--- src/rtl/ram_wb_arbiter.sv ---
// Two-master / one-slave Wishbone B3 arbiter in front of the on-chip RAM.
// Round-robin grant held for a whole cycle, plus a per-grant stall watchdog.
module ram_wb_arbiter #(
    parameter int dw             = 32,
    parameter int aw             = 32,
    parameter int timeout_cycles = 255
) (
    input  logic          wb_clk_i,
    input  logic          wb_rst_i,

    input  logic [aw-1:0] m0_adr_i,
    input  logic [dw-1:0] m0_dat_i,
    input  logic [3:0]    m0_sel_i,
    input  logic          m0_we_i,
    input  logic          m0_cyc_i,
    input  logic          m0_stb_i,
    input  logic [2:0]    m0_cti_i,
    input  logic [1:0]    m0_bte_i,
    output logic [dw-1:0] m0_dat_o,
    output logic          m0_ack_o,
    output logic          m0_err_o,
    output logic          m0_rty_o,

    input  logic [aw-1:0] m1_adr_i,
    input  logic [dw-1:0] m1_dat_i,
    input  logic [3:0]    m1_sel_i,
    input  logic          m1_we_i,
    input  logic          m1_cyc_i,
    input  logic          m1_stb_i,
    input  logic [2:0]    m1_cti_i,
    input  logic [1:0]    m1_bte_i,
    output logic [dw-1:0] m1_dat_o,
    output logic          m1_ack_o,
    output logic          m1_err_o,
    output logic          m1_rty_o,

    output logic [aw-1:0] s_adr_o,
    output logic [dw-1:0] s_dat_o,
    output logic [3:0]    s_sel_o,
    output logic          s_we_o,
    output logic          s_cyc_o,
    output logic          s_stb_o,
    output logic [2:0]    s_cti_o,
    output logic [1:0]    s_bte_o,
    input  logic [dw-1:0] s_dat_i,
    input  logic          s_ack_i,
    input  logic          s_err_i,
    input  logic          s_rty_i
);

    typedef enum logic [1:0] {IDLE, GNT0, GNT1} state_t;

    localparam logic [15:0] WD_LAST = 16'(timeout_cycles - 1);

    state_t      state_q, state_d;
    logic        last_q, last_d;
    logic [15:0] wdog_q, wdog_d;

    logic g_cyc, g_stb, o_cyc, stalled, wd_fire;

    assign m0_dat_o = s_dat_i;
    assign m1_dat_o = s_dat_i;

    always_ff @(posedge wb_clk_i) begin
        if (wb_rst_i) begin
            state_q <= IDLE;
            last_q  <= 1'b1;
            wdog_q  <= '0;
        end else begin
            state_q <= state_d;
            last_q  <= last_d;
            wdog_q  <= wdog_d;
        end
    end

    always_comb begin
        state_d  = state_q;
        last_d   = last_q;
        wdog_d   = '0;
        s_adr_o  = '0;
        s_dat_o  = '0;
        s_sel_o  = '0;
        s_we_o   = 1'b0;
        s_cyc_o  = 1'b0;
        s_stb_o  = 1'b0;
        s_cti_o  = '0;
        s_bte_o  = '0;
        m0_ack_o = 1'b0;
        m0_err_o = 1'b0;
        m0_rty_o = 1'b0;
        m1_ack_o = 1'b0;
        m1_err_o = 1'b0;
        m1_rty_o = 1'b0;

        g_cyc = (state_q == GNT1) ? m1_cyc_i : m0_cyc_i;
        g_stb = (state_q == GNT1) ? m1_stb_i : m0_stb_i;
        o_cyc = (state_q == GNT1) ? m0_cyc_i : m1_cyc_i;

        // Any slave response in the same cycle pre-empts the watchdog.
        stalled = (state_q != IDLE) && g_stb && !(s_ack_i || s_err_i || s_rty_i);
        wd_fire = stalled && (wdog_q == WD_LAST);

        case (state_q)
            GNT0: begin
                s_adr_o  = m0_adr_i;
                s_dat_o  = m0_dat_i;
                s_sel_o  = m0_sel_i;
                s_we_o   = m0_we_i;
                s_cyc_o  = m0_cyc_i;
                s_stb_o  = m0_stb_i & ~wd_fire;
                s_cti_o  = m0_cti_i;
                s_bte_o  = m0_bte_i;
                m0_ack_o = s_ack_i;
                m0_err_o = s_err_i | wd_fire;
                m0_rty_o = s_rty_i;
            end
            GNT1: begin
                s_adr_o  = m1_adr_i;
                s_dat_o  = m1_dat_i;
                s_sel_o  = m1_sel_i;
                s_we_o   = m1_we_i;
                s_cyc_o  = m1_cyc_i;
                s_stb_o  = m1_stb_i & ~wd_fire;
                s_cti_o  = m1_cti_i;
                s_bte_o  = m1_bte_i;
                m1_ack_o = s_ack_i;
                m1_err_o = s_err_i | wd_fire;
                m1_rty_o = s_rty_i;
            end
            default: begin
                if (m0_cyc_i && m1_cyc_i)
                    state_d = last_q ? GNT0 : GNT1;
                else if (m0_cyc_i)
                    state_d = GNT0;
                else if (m1_cyc_i)
                    state_d = GNT1;
            end
        endcase

        // Only cyc falling ends a grant; hand over directly if the other side waits.
        if (state_q != IDLE) begin
            if (!g_cyc) begin
                last_d = (state_q == GNT1);
                if (o_cyc)
                    state_d = (state_q == GNT1) ? GNT0 : GNT1;
                else
                    state_d = IDLE;
            end else if (stalled && !wd_fire) begin
                wdog_d = wdog_q + 16'd1;
            end
        end
    end

endmodule

--- config.mk ---
export PLATFORM = sky130hd
export DESIGN_NAME = ram_wb_arbiter
export DESIGN_NICKNAME = d
export VERILOG_FILES = /design/src/rtl/ram_wb_arbiter.sv
export SDC_FILE = /design/constraint.sdc
export NUM_CORES = 1
export LEC_CHECK = 0
export BUFFER_PORTS_ARGS = -buffer_cell sky130_fd_sc_hd__buf_2
export CAP_MARGIN = 5
export CELL_PAD_IN_SITES_DETAIL_PLACEMENT = 2
export CELL_PAD_IN_SITES_GLOBAL_PLACEMENT = 2
export CORE_ASPECT_RATIO = 1.2
export CORE_UTILIZATION = 14
export CTS_CLUSTER_DIAMETER = 50
export DETAILED_ROUTE_END_ITERATION = 8
export PLACE_DENSITY_LB_ADDON = 0.1
export SLEW_MARGIN = 20
export SYNTH_ARGS = -nofsm -noshare
export SYNTH_HDL_FRONTEND = slang
export SYNTH_SLANG_ARGS = --single-unit
--- constraint.sdc ---
create_clock -name wb_clk_i -period 2.66 [get_ports wb_clk_i]
set_clock_uncertainty 0.2 [all_clocks]
set_input_delay 0.133 -clock wb_clk_i [delete_from_list [all_inputs] [get_ports wb_clk_i]]
set_output_delay 0.133 -clock wb_clk_i [all_outputs]
set_load 0.01 [all_outputs]
* Word-level counts from Yosys, hierarchy flattened
Index checks and enable logic that the tools add are counted.
Cells by class: magnitude comparators 0, mux-type cells 26, div/mod/pow operators 0, bitwise gates (word level) 7, shift-type cells 0, reductions and logical operators 13, multiply operators 0, add/subtract/negate cells 1, eq/ne operators 3
Operator list (count):
- one-hot mux 32 bit (2 select lines) | 2
- two-way mux 2 bit | 9
- adder 16 x 1 -> 16 bit, second input constant | 1
- equality test 16 x 8 -> 1 bit, second input constant | 1
- two-way mux 1 bit | 9
- one-hot mux 4 bit (2 select lines) | 1
- one-hot mux 1 bit (2 select lines) | 3
- one-hot mux 3 bit (2 select lines) | 1
- logical AND 1 bit | 5
- inverter 1 bit | 4
- one-hot mux 2 bit (2 select lines) | 1
- OR reduction 4 bit | 1
- AND 1 bit | 2
- equality test 2 x 1 -> 1 bit, second input constant | 1
- equality test 2 bit, second input constant | 1
- logical NOT 1 bit | 2
- logical OR 1 bit | 2
- AND reduction 2 bit | 1
- nonzero test 2 bit | 1
- OR reduction 2 bit | 1
- OR 1 bit | 1
Word-level totals: output and inout bits 146, bits in latches 0, input port bits 189, logic and storage cells 53, memories 0, bits in registers 19, bits in writable memories 0, memory bits (read-only) 0

* Depth between registers and ports, before layout
Gate-level depths: netlist (run 1).
depth after elaboration 9, depth in mapped cells 8, mapped depth without buffers 6

* Worst setup path after synthesis (run 1)
Ideal clock, no wire load.
path kind reg-to-output, from reg state_q[1], to out s_cyc_o, arrival 1597 ps, path slack 730 ps, data required time 2327 ps, cell stages (with the launch flop) 8, buffers on the path 3, cell sequence dfxtp_1 -> inv_1 -> ha_1 -> clkbuf_1 -> clkbuf_1 -> clkbuf_1 -> nand2_1 -> a21boi_0
Between the ends: longest elaborated chain between the ends 2, elaborated cells on any way between the ends 3, those cells by class 2 x eq/ne; 1 x mux
RTL lines:
- from (decl) | line 55 | state_t state_q, state_d;
- from (signal assigned) | line 70 | state_q <= state_d;
- equality test 2 bit or equality test 2 x 1 -> 1 bit (tied branches) | line 103 | case (state_q)
- one-hot mux 1 bit (2 select lines) * | line 103
- to (decl) | line 41 | output logic s_cyc_o,
Mark *: on every way between the ends. The rest lies on a longest branch, timed or not.

* Worst setup path after layout (run 1)
from reg state_q[1], to reg state_q[1]
Between the ends: longest elaborated chain between the ends 6, elaborated cells on any way between the ends 14, those cells by class 2 x eq/ne; 10 x mux; 2 x reduce/logical
RTL lines:
- two-way mux 2 bit | line 135 | else if (m1_cyc_i)
- two-way mux 2 bit | line 133 | else if (m0_cyc_i)
- two-way mux 2 bit | line 131 | if (m0_cyc_i && m1_cyc_i)
- two-way mux 2 bit | line 103
- two-way mux 2 bit | line 142 | if (!g_cyc) begin
- two-way mux 2 bit * | line 141 | if (state_q != IDLE) begin
Marked as above. A chain may end at the register's enable or synchronous reset.

==> results.txt, run 1 <==
----------------------------------------------------
[Critical path]
  Buffering stage count on the worst path with inverters included ... 2
  Cell family with the largest share of critical-path delay ... buffers and inverters
  Largest driver fanout on the critical path ... 23
  Endpoint arrival time on the critical path ... 2.41 ns
  Slowest-stage cell, CP ... sky130_fd_sc_hd__ha_2
  Crit. End Element ... flop
  Slowest stage delay, CP ... 0.58 ns
  Crit path kind ... flop to flop
  Cell Chain, Critical Path ... inv_1 > ha_2 > nand2b_1 > a22oi_1 > a21o_1 > a21oi_1 > dlygate4sd3_1
  CP Data Required Time ... 2.66 ns
  Number of cell instances on the worst register-to-register path ... 7
  Kind of launch point of the worst setup path ... flop
  Register-to-register setup slack ... 0.25 ns
  Depth of the critical timing path with buffers and inverters included ... 7

[STA]
  Shortest clock period the worst path allows after layout ... 2.41 ns
  Worst Hold Slack ... 0.0462 ns
  Unrepaired setup endpoints after global routing ... no
  Fin Setup TNS ... 0 ns
  Endpoints failing hold ... 0
  Final Setup Violations ... 0
  Pins over their slew limit ... 0
  Achievable clock frequency ... 415 MHz
  Part of the cycle the worst path needs ... 90.7%
  Actual transition at the worst max-transition pin ... 0.480 ns
  Remaining max-slew budget at the tightest pin ... 67.9%

[Global route]
  Initial antenna violation count ... 2
  Maximum number of pins on one net before global-route repair ... 76
  Most Crowded Layer GR ... met2
  Number of global-route vias before repair ... 3,326
  Global routing usage on met1 ... 15.7%
  Sum of overflow across all layers after global routing ... 0
  Met2 usage in global routing ... 24.5%
  GRT Overall Usage ... 13.7%
  Met3 capacity usage during global routing ... 4.25%
  First-pass GRT wire length ... 20,500 um

[Power and ir drop]
  Sequential Power Share ... 15.6%
  Areal power density over the cells ... 524 nW/um2
  Switching power total ... 848 uW
  Leakage power summed over all cells ... 0.00167 uW
  Proportion of power drawn by combinational gates ... 68.0%
  Clock power share ... 16.4%
  Switching power as a share of total power ... 43.2%
  Peak supply drop ... 0.189 mV
  Internal Pwr Total ... 1110 uW

[Die]
  Placeable core area ... 18,300 um2
  Number of primary I/O pins ... 335
  DIE AREA ... 19,400 um2
  Starting utilization of the core area ... 14.4%
  Chip Width ... 127 um
  Number of placement rows ... 54
  Height of the chip ... 152 um

[Finish]
  Layout Cells excl Fill ... 769
  Net count, final ... 711
  Fraction of layout instances using a drive strength above 1 ... 49.2%
  Post-synthesis to final-layout area growth ... 41.8%
  Multi-input gate area in the final layout ... 1660 um2
  Reg area ... 380 um2
  Post-route standard cell area excluding fillers ... 3750 um2
  Layout fillers ... 2,240

[Detailed routing]
  Detailed-routing iteration count for the pre-antenna-repair pass ... 4
  Average wire per cell in the routed design ... 17.9 um
  Via-per-instance ratio ... 4.08
  Post-detailed-route DRC marker count ... 0
  Antenna-violating nets left ... 0
  Detailed Route WL ... 13,800 um
  Via count ... 3,137
  Initial detailed-routing violation count ... 82

[Synthesis]
  Nets in the synthesized netlist ... 552
  Synthesized area per cell ... 7.38 um2
  Yosys synthesis warning count ... 0
  Number of different library cells in the post-synthesis netlist ... 32
  Synthesized instance count ... 358
  Cell area after technology mapping ... 2640 um2
  Flops & latches, synth ... 19
  Sequential element share of the synthesized area ... 14.4%

[Status]
  Result of the run ... finished, final reports clean

[CTS]
  CTS root buffer ... sky130_fd_sc_hd__clkbuf_16
  Clk sinks ... 19
  Clock tree buffer depth ... 2
  Clock insertion delay at the later pin of the skew report ... 0.26 ns
  Number of buffers inserted during clock tree synthesis ... 3
  Clock tree from TritonCTS ... done
  H-tree depth ... 1
  Clock transition at path regs ... 0.06 ns

[Place]
  GPL Wtd Cong ... 0.729
  Dpl cell area ... 3640 um2
  Number of I/O port buffers ... 238
  Detailed placer's ending HPWL ... 11,300 um
  Placed cell count ... 762

[Run]
  Max Cap Violations ... 0

[Hold path]
  Hold-critical path depth ... 3
  Kind of path behind the tightest hold check ... primary input to flop

----------------------------------------------------
[cell type report]
class	instances	share of cell area (%)
Tap cell	252	8.42
Sequential cell	19	10.2
Inverter	5	0.501
Multi-Input combinational cell	243	44.3
Clock buffer	3	2.00
Timing Repair Buffer	245	34.3
Antenna cell	1	0.0668
Clock inverter	1	0.200
[power by group through the flow]
stage / logic (uW) / clock network, uW / registers [uW]
floorplan: 894 / 0 / 310
global placement: 1360 / 0 / 312
detailed placement: 1360 / 0 / 313
CTS: 1370 / 335 / 307
global route: 1480 / 345 / 308
finish: 1330 / 321 / 307
[layer usage]
layer,part of all wire (%),wire [um]
met2,50,6830
met1,40,5460
met4,1.1,146
met3,9.5,1300
met5,0.11,15
[cell usage in the layout, fill, tap and decap left out, drive strengths merged, types with 3 or more instances in the layout]
master    n
xor2      4
nand2b    4
a22oi    76
nor3      4
inv       5
dfxtp    19
xnor2    10
nor2b    79
clkbuf    3
nand3     4
and2      4
nand2     7
a21oi     5
buf     243
nand4     4
nor4      5
ha        5
nor2     20
[synth_stat cells, drive strengths merged]
cell | instances | area share [%]
nand3 | 4 | 0.76
nand4b | 1 | 0.33
a22oi | 76 | 22
and4 | 1 | 0.33
dfxtp | 19 | 14
nor2 | 20 | 2.8
a21o | 1 | 0.28
o22ai | 1 | 0.24
a21bo | 1 | 0.38
nand2 | 7 | 0.99
or4 | 1 | 0.43
nand2b | 4 | 0.95
xnor2 | 10 | 3.3
nor2b | 79 | 19
a21oi | 5 | 0.95
mux2i | 1 | 0.38
a21boi | 1 | 0.28
nand3b | 2 | 1.0
inv | 5 | 0.71
ha | 5 | 2.4
nand4 | 4 | 0.95
and2 | 4 | 0.95
or4bb | 1 | 0.43
clkbuf | 26 | 3.7
buf | 65 | 19
or3 | 1 | 0.24
xor2 | 4 | 1.3
nor3 | 4 | 0.76
nor4 | 5 | 1.8
[path summary, 6_finish.rpt]
check                                           start                     to
worst min register to register   wdog_q[0]$_SDFF_PP0_   wdog_q[0]$_SDFF_PP0_
worst min-delay path                         m1_cyc_i  state_q[0]$_SDFF_PP0_
worst max-delay path            state_q[1]$_SDFF_PP0_  state_q[1]$_SDFF_PP0_
worst max register to register  state_q[1]$_SDFF_PP0_  state_q[1]$_SDFF_PP0_
[registers in the layout (all words and copies together), names as in the netlist]
| register | cells |
|---|---|
| state_q | 2 |
| last_q | 1 |
| wdog_q | 16 |
[what timing repair did]
action,4_1_cts,5_1_grt
gates resized for setup,0,0
hold buffers,2,0
hold endpoints to repair,3,0
buffers inserted,0,0
[cells by family after synthesis]
| kind of cell | share of synthesized area [%] |
|---|---|
| muxes | 0.379 |
| buffers and inverters | 23.0 |
| xor gates and xnor gates | 4.64 |
| and+or+nand+nor | 31.5 |
| AOI/OAI and AO/OA | 23.7 |
| adders and majority gates | 2.37 |
| DFF | 14.4 |
[worst reg2reg max path, cell delays in order (launching register included)]
cell	delay [ns]
sky130_fd_sc_hd__dfxtp_1	0.36
sky130_fd_sc_hd__inv_1	0.08
sky130_fd_sc_hd__ha_2	0.58
sky130_fd_sc_hd__nand2b_1	0.19
sky130_fd_sc_hd__a22oi_1	0.10
sky130_fd_sc_hd__a21o_1	0.16
sky130_fd_sc_hd__a21oi_1	0.14
sky130_fd_sc_hd__dlygate4sd3_1	0.56
[metrics by stage]
step                total power [uW]  util (%)  setup WS (ns)
floorplan                       1200         -          0.730
global placement                1670      19.9          0.648
detailed placement              1680      19.9          0.596
CTS                             2010      20.4          0.226
global route                    2130      20.5         0.0928
finish                          1960      20.5          0.248
(Power assumes the default switching activity.)
==> inputs of run 2 (changes only) <==
ABC_AREA = 1   (was default)
CORE_UTILIZATION = 13   (was 14)
==> run 2 against run 1 <==
  * Power up 46%
  * Sequential cell count unchanged
  * Register-to-register slack better by 0.15 ns
  * Synthesized cell count up 40%
  * Clock power about the same
  * Critical path type is now flop to primary output
  * Combinational power up 68%
  * Global-route usage up 0.19 points
  * Cell count up 21%
  * Core utilization down 1.7 points
==> results.txt, run 2 <==
----------------------------------------------------
[Synthesis]
  Library cell with the largest summed area after synthesis ... sky130_fd_sc_hd__nand2_1
  Top post-synthesis cells by area ... sky130_fd_sc_hd__nand2_1, sky130_fd_sc_hd__buf_4, sky130_fd_sc_hd__a21oi_1
  Cell area after technology mapping ... 2710 um2 (+2.5%)
  Area share of the leading cell type in the synthesized netlist ... 27.7% (+6.1 points)
  Sequential element share of the synthesized area ... 14.0% (-0.35 points)
  Share of synthesized registers carrying an async set or reset ... 0% (unchanged)
  Top FF cell, synth ... sky130_fd_sc_hd__dfxtp_1
  Synthesized instance count ... 501 (+40%)
  Flops & latches, synth ... 19 (unchanged)
  Leading post-synthesis cells by instance count ... sky130_fd_sc_hd__nand2_1, sky130_fd_sc_hd__a21oi_1, sky130_fd_sc_hd__buf_4, sky130_fd_sc_hd__inv_1, sky130_fd_sc_hd__nor2_1
  EDFF count, synth ... 0 (unchanged)
  Most used standard cell by instance count after synthesis ... sky130_fd_sc_hd__nand2_1
  Synthesized area per cell ... 5.40 um2 (-27%)
  Nets in the synthesized netlist ... 695 (+26%)
  Number of different library cells in the post-synthesis netlist ... 22 (-31%)
  Yosys synthesis warning count ... 0 (unchanged)

[Detailed routing]
  Via-per-instance ratio ... 4.01 (-1.8%)
  Initial detailed-routing violation count ... 99 (+21%)
  Antenna-violating nets left ... 0 (unchanged)
  Detailed Route WL ... 15,300 um (+11%)
  Detailed-routing iteration count for the pre-antenna-repair pass ... 4 (unchanged)
  Post-detailed-route DRC marker count ... 0 (unchanged)
  Average wire per cell in the routed design ... 16.4 um (-8.2%)
  Via count ... 3,735 (+19%)

[Hold path]
  Kind of path behind the tightest hold check ... primary input to primary output

[STA]
  Smallest setup slack after layout ... 0.319 ns (+0.0717 ns)
  Unrepaired setup endpoints after global routing ... no
  Shortest clock period the worst path allows after layout ... 2.34 ns (-0.0717 ns)
  Fin Setup TNS ... 0 ns (unchanged)
  Achievable clock frequency ... 427 MHz (+3.1%)
  Part of the cycle the worst path needs ... 88.0% (-2.7 points)
  Remaining max-slew budget at the tightest pin ... 62.1% (-5.8 points)
  Endpoints failing hold ... 0 (unchanged)
  Actual transition at the worst max-transition pin ... 0.568 ns (+0.0879 ns)
  Pins over their slew limit ... 0 (unchanged)
  Final Setup Violations ... 0 (unchanged)

[Finish]
  Net count, final ... 855 (+20%)
  Flip-flop count of the largest register, all copies and words added ... 16 (unchanged)
  Final core utilization ... 18.7% (-1.7 points)
  Most frequent standard cell in the layout excluding fill and tap cells ... sky130_fd_sc_hd__buf_2
  Largest Register ... wdog_q
  Fraction of layout instances using a drive strength above 1 ... 41.2% (-8.0 points)
  Registers with the most flip-flops ... wdog_q (16), state_q (2), last_q (1)
  Layout Cells excl Fill ... 932 (+21%)
  Layout fillers ... 2,557 (+14%)
  Post-synthesis to final-layout area growth ... 40.7%
  Top library cells by usage in the layout, fill and taps aside ... sky130_fd_sc_hd__buf_2, sky130_fd_sc_hd__nand2_1, sky130_fd_sc_hd__a21oi_1
  Post-route standard cell area excluding fillers ... 3810 um2 (+1.7%)

[Run]
  Max Cap Violations ... 0 (unchanged)

[Place]
  Worst setup timing slack at the placement stage ... 0.566 ns (-0.0304 ns)
  Placed cell count ... 919 (+21%)
  Number of I/O port buffers ... 238 (unchanged)
  Dpl cell area ... 3690 um2 (+1.4%)
  Detailed placer's ending HPWL ... 12,900 um (+14%)
  GPL Wtd Cong ... 0.772 (+5.9%)

[Critical path]
  Cell Chain, Critical Path ... inv_1 > ha_2 > buf_4 > nand2_1 > a21oi_1 > buf_2
  Endpoint arrival time on the critical path ... 2.01 ns (-0.40 ns)
  Slowest stage delay, CP ... 0.47 ns (-0.11 ns)
  Kind of launch point of the worst setup path ... flop
  Crit path kind ... flop to primary output
  CP Data Required Time ... 2.33 ns (-0.33 ns)
  Buffering stage count on the worst path with inverters included ... 3 (+1)
  Crit. End Element ... primary output
  Slowest-stage cell, CP ... sky130_fd_sc_hd__buf_4
  Cell family with the largest share of critical-path delay ... buffers and inverters
  Largest driver fanout on the critical path ... 50 (+120%)

[Die]
  Height of the chip ... 160 um (+5.0%)
  DIE AREA ... 21,400 um2 (+10%)
  Chip Width ... 134 um (+5.0%)
  Starting utilization of the core area ... 13.3% (-1.1 points)
  Number of placement rows ... 57 (+5.6%)
  Placeable core area ... 20,300 um2 (+11%)
  Number of primary I/O pins ... 335 (unchanged)

[CTS]
  Number of buffers inserted during clock tree synthesis ... 3 (unchanged)
  Clock insertion delay at the later pin of the skew report ... 0.25 ns (about the same)
  Clock transition at path regs ... 0.06 ns (about the same)
  Clk sinks ... 19 (unchanged)
  Setup Buffers After CTS ... 0 (unchanged)
  H-tree depth ... 1 (unchanged)
  Clock tree buffer depth ... 2 (unchanged)
  Clock tree from TritonCTS ... done
  CTS root buffer ... sky130_fd_sc_hd__clkbuf_16
  Total of cells resized after clock tree synthesis ... 0 (unchanged)

[Status]
  Result of the run ... finished, final reports clean

[Power and ir drop]
  Peak supply drop ... 0.412 mV (+120%)
  Leakage power summed over all cells ... 0.00185 uW (+11%)
  Areal power density over the cells ... 754 nW/um2 (+44%)

[Global route]
  Maximum number of pins on one net before global-route repair ... 51 (-33%)
  Number of global-route vias before repair ... 4,114 (+24%)
  First-pass GRT wire length ... 23,000 um (+12%)
  GRT Overall Usage ... 13.9% (+0.19 points)
  Initial antenna violation count ... 9 (+7)
  Sum of overflow across all layers after global routing ... 0 (unchanged)

----------------------------------------------------
run 2: changes by cell type in the layout (fill, tap and decap cells not counted), moves of 12 or more:
cell and change:
sky130_fd_sc_hd__nand2_1 +193, sky130_fd_sc_hd__nor2b_1 -79, sky130_fd_sc_hd__a22oi_1 -76, sky130_fd_sc_hd__a21oi_1 +75
sky130_fd_sc_hd__inv_1 +24, sky130_fd_sc_hd__nor2_2 +12
run 2: area by class of cell:
class	instances	area, um2	area share (%)
Multi-Input combinational cell	356	1600	42.0
Tap cell	265	332	8.71
Clock buffer	4	78.8	2.07
Timing Repair Buffer	246	1270	33.3
Inverter	35	131	3.45
Sequential cell	19	380	9.99
Antenna cell	7	17.5	0.460
run 2: kinds of logic (layout without fill, tap and decap cells):
| family | Yosys count | in the layout | synth area share (%) |
|---|---|---|---|
| AO/OA/AOI/OAI | 88 | 88 | 16.4 |
| other | 0 | 7 | 0 |
| adder cells (fa/ha/maj) | 5 | 5 | 2.31 |
| buffers and inverters | 126 | 285 | 27.0 |
| AND/OR/NAND/NOR | 256 | 256 | 38.0 |
| flip-flops | 19 | 19 | 14.0 |
| XOR/XNOR | 7 | 7 | 2.26 |
run 2: power by group:
group	total [uW]	switching, uW	internal (uW)	leakage (uW)
combinational	2230	1530	705	0.00166
clock	319	115	204	0.0000382
sequential	323	16.1	307	0.000154
total	2870	1660	1220	0.00185
run 2: stage by stage:
step	power, uW	hold WS [ns]
2_1_floorplan	1730	0.00207
3_3_place_gp	2600	0.0661
3_5_place_dp	2630	0.0661
4_1_cts	2980	0.0661
5_1_grt	3200	0.0660
6_report	2870	0.0660
run 2: per-layer routing:
| metal | vias up | GRT usage, % | part of all wire, % |
|---|---|---|---|
| met5 | - | 0 | 0.22 |
| met4 | 4 | 2.48 | 1.1 |
| met3 | 26 | 4.54 | 8.1 |
| met2 | 135 | 26.7 | 54 |
| met1 | 1759 | 14.4 | 36 |
| li1 | 1811 | - | - |
run 2: path summary, 6_finish.rpt:
check                         from               endpoint  slack, ns  depth (start not counted)
min reg2reg   wdog_q[0]$_SDFF_PP0_   wdog_q[0]$_SDFF_PP0_       0.28                          1
max reg2reg  state_q[0]$_SDFF_PP0_  state_q[0]$_SDFF_PP0_       0.40                         10
max          state_q[1]$_SDFF_PP0_            s_dat_o[20]       0.32                          6
min                    s_dat_i[17]           m0_dat_o[17]       0.07                          0
run 2: timing repair:
item	CTS	global route
endpoints found under the hold margin	2	0
endpoints found under the setup margin	0	0
hold buffers	2	0
==> inputs of run 3 (changes only) <==
RECOVER_POWER = 50   (was default)
==> run 3 against run 2 <==
  * Non-clock buffer count is the same
  * Largest cell class unchanged
  * Critical path depth rose by 4
  * Combinational power barely moved
  * Sequential power hardly changed
  * Critical endpoint is now wdog_q[6]$_SDFF_PP0_
  * Maximum frequency rose by 1.4%
==> results.txt, run 3 (synthesis gave the netlist of run 2 again) <==
----------------------------------------------------
[Finish]
  Largest Register ... wdog_q
  Net count, final ... 855 (unchanged)
  Top library cells by usage in the layout, fill and taps aside ... sky130_fd_sc_hd__buf_2, sky130_fd_sc_hd__nand2_1, sky130_fd_sc_hd__a21oi_1
  Fraction of layout instances using a drive strength above 1 ... 40.5% (-0.76 points)
  Flip-flop count of the largest register, all copies and words added ... 16 (unchanged)
  Registers with the most flip-flops ... wdog_q (16), state_q (2), last_q (1)
  Most frequent standard cell in the layout excluding fill and tap cells ... sky130_fd_sc_hd__buf_2
  Post-synthesis to final-layout area growth ... 40.0%

[CTS]
  Clock tree buffer depth ... 2 (unchanged)
  Clk sinks ... 19 (unchanged)
  Clock insertion delay at the later pin of the skew report ... 0.25 ns (about the same)
  Clock tree from TritonCTS ... done
  Clock transition at path regs ... 0.06 ns (about the same)
  Setup Buffers After CTS ... 0 (unchanged)
  Number of buffers inserted during clock tree synthesis ... 3 (unchanged)
  H-tree depth ... 1 (unchanged)
  CTS root buffer ... sky130_fd_sc_hd__clkbuf_16
  Total of cells resized after clock tree synthesis ... 0 (unchanged)

[Critical path]
  Reg-to-reg endpoint ... wdog_q[6]$_SDFF_PP0_
  Largest driver fanout on the critical path ... 11 (-78%)
  Kind of launch point of the worst setup path ... flop
  Endpoint arrival time on the critical path ... 2.29 ns (+0.28 ns)
  CP Data Required Time ... 2.64 ns (+0.31 ns)
  Number of cell instances on the worst register-to-register path ... 10 (unchanged)
  Crit. End Element ... flop
  R2r startpoint ... state_q[0]$_SDFF_PP0_
  Launching element of the worst setup path ... state_q[0]$_SDFF_PP0_
  Register-to-register setup slack ... 0.35 ns (-0.05 ns)
  Crit path kind ... flop to flop

[STA]
  Unrepaired setup endpoints after global routing ... no
  Actual transition at the worst max-transition pin ... 0.577 ns (+0.00885 ns)
  Achievable clock frequency ... 433 MHz (+1.4%)
  Endpoints failing hold ... 0 (unchanged)
  Pins over their slew limit ... 0 (unchanged)
  Shortest clock period the worst path allows after layout ... 2.31 ns (-0.0312 ns)
  Fin Setup TNS ... 0 ns (unchanged)
  Final Setup Violations ... 0 (unchanged)
  Remaining max-slew budget at the tightest pin ... 61.5% (-0.59 points)
  Part of the cycle the worst path needs ... 86.8% (-1.2 points)
  Worst Hold Slack ... 0.0660 ns (unchanged)

[Hold path]
  Hold worst-path end ... m0_dat_o[17]
  Min-Delay Startpoint ... s_dat_i[17]
  Kind of path behind the tightest hold check ... primary input to primary output
  Hold-critical path depth ... 0 (unchanged)

[Global route]
  GRT Overall Usage ... 13.9% (unchanged)
  Maximum number of pins on one net before global-route repair ... 51 (unchanged)
  Initial antenna violation count ... 9 (unchanged)
  Number of global-route vias before repair ... 4,114 (unchanged)
  Sum of overflow across all layers after global routing ... 0 (unchanged)
  First-pass GRT wire length ... 23,000 um (unchanged)

[Power and ir drop]
  Leakage power summed over all cells ... 0.00185 uW (about the same)
  Areal power density over the cells ... 757 nW/um2 (+0.39%)
  Peak supply drop ... 0.412 mV (about the same)

[Detailed routing]
  Detailed Route WL ... 15,300 um (about the same)
  Average wire per cell in the routed design ... 16.4 um (about the same)
  Initial detailed-routing violation count ... 93 (-6.1%)
  Via count ... 3,731 (-0.11%)
  Detailed-routing iteration count for the pre-antenna-repair pass ... 4 (unchanged)
  Antenna-violating nets left ... 0 (unchanged)
  Via-per-instance ratio ... 4.00 (-0.11%)
  Post-detailed-route DRC marker count ... 0 (unchanged)

[Die]
  Placeable core area ... 20,300 um2 (unchanged)
  Number of placement rows ... 57 (unchanged)
  DIE AREA ... 21,400 um2 (unchanged)
  Starting utilization of the core area ... 13.3% (unchanged)
  Height of the chip ... 160 um (unchanged)
  Chip Width ... 134 um (unchanged)
  Number of primary I/O pins ... 335 (unchanged)

[Run]
  Max Cap Violations ... 0 (unchanged)

[Status]
  Result of the run ... finished, final reports clean

[Place]
  Number of I/O port buffers ... 238 (unchanged)
  GPL Wtd Cong ... 0.772 (unchanged)
  Detailed placer's ending HPWL ... 12,900 um (unchanged)

----------------------------------------------------
run 3: layer usage:
| metal | vias up | share of wire, % | global-route usage (%) |
|---|---|---|---|
| met3 | 26 | 8.0 | 4.54 |
| met1 | 1756 | 37 | 14.4 |
| met4 | 4 | 1.1 | 2.48 |
| li1 | 1812 | - | - |
| met2 | 133 | 54 | 26.7 |
| met5 | - | 0.22 | 0 |
run 3: worst max path at each step:
stage | to | slack [ns] | cells past startpoint
floorplan | s_adr_o[10] | 0.88 | 6
global placement | s_dat_o[19] | 0.64 | 6
detailed placement | s_adr_o[13] | 0.57 | 6
CTS | s_adr_o[13] | 0.28 | 6
global route | wdog_q[6]$_SDFF_PP0_ | 0.11 | 10
finish | wdog_q[6]$_SDFF_PP0_ | 0.35 | 10
run 3: critical path: stages (launching register included):
cell	delay [ns]
sky130_fd_sc_hd__dfxtp_1	0.32
sky130_fd_sc_hd__inv_1	0.11
sky130_fd_sc_hd__ha_2	0.31
sky130_fd_sc_hd__inv_2	0.10
sky130_fd_sc_hd__nand2_1	0.08
sky130_fd_sc_hd__nand2_2	0.06
sky130_fd_sc_hd__nor2_1	0.15
sky130_fd_sc_hd__nand2_1	0.07
sky130_fd_sc_hd__nor2_1	0.42
sky130_fd_sc_hd__inv_2	0.26
sky130_fd_sc_hd__nor2_1	0.15
run 3: through the flow:
step	total power, uW	utilization [%]	instance area, um2	cells	setup slack (ns)
after detailed placement	2630	18.2	3690	919	0.566
after global placement	2600	18.2	3690	919	0.636
final	2870	18.7	3790	932	0.350
after floorplan	1730	-	2710	501	0.882
after global routing	3190	18.6	3780	929	0.107
after CTS	2980	18.7	3790	925	0.278
run 3: cell type report:
class | count | area, um2
fill | 2560 | 16500
multi-input combinational | 356 | 1580
clock buffer | 4 | 78.8
sequential | 19 | 380
tap | 265 | 332
antenna | 7 | 17.5
inverter | 35 | 131
timing repair buffer | 246 | 1270
run 3: power breakdown:
part	internal (uW)	switching [uW]
clock network	204	116
logic	704	1520
registers	307	16.0
run 3: what timing repair did:
item                                    CTS  global route
hold buffers                              2             0
endpoints found under the setup margin    0             0
endpoints found under the hold margin     2             0
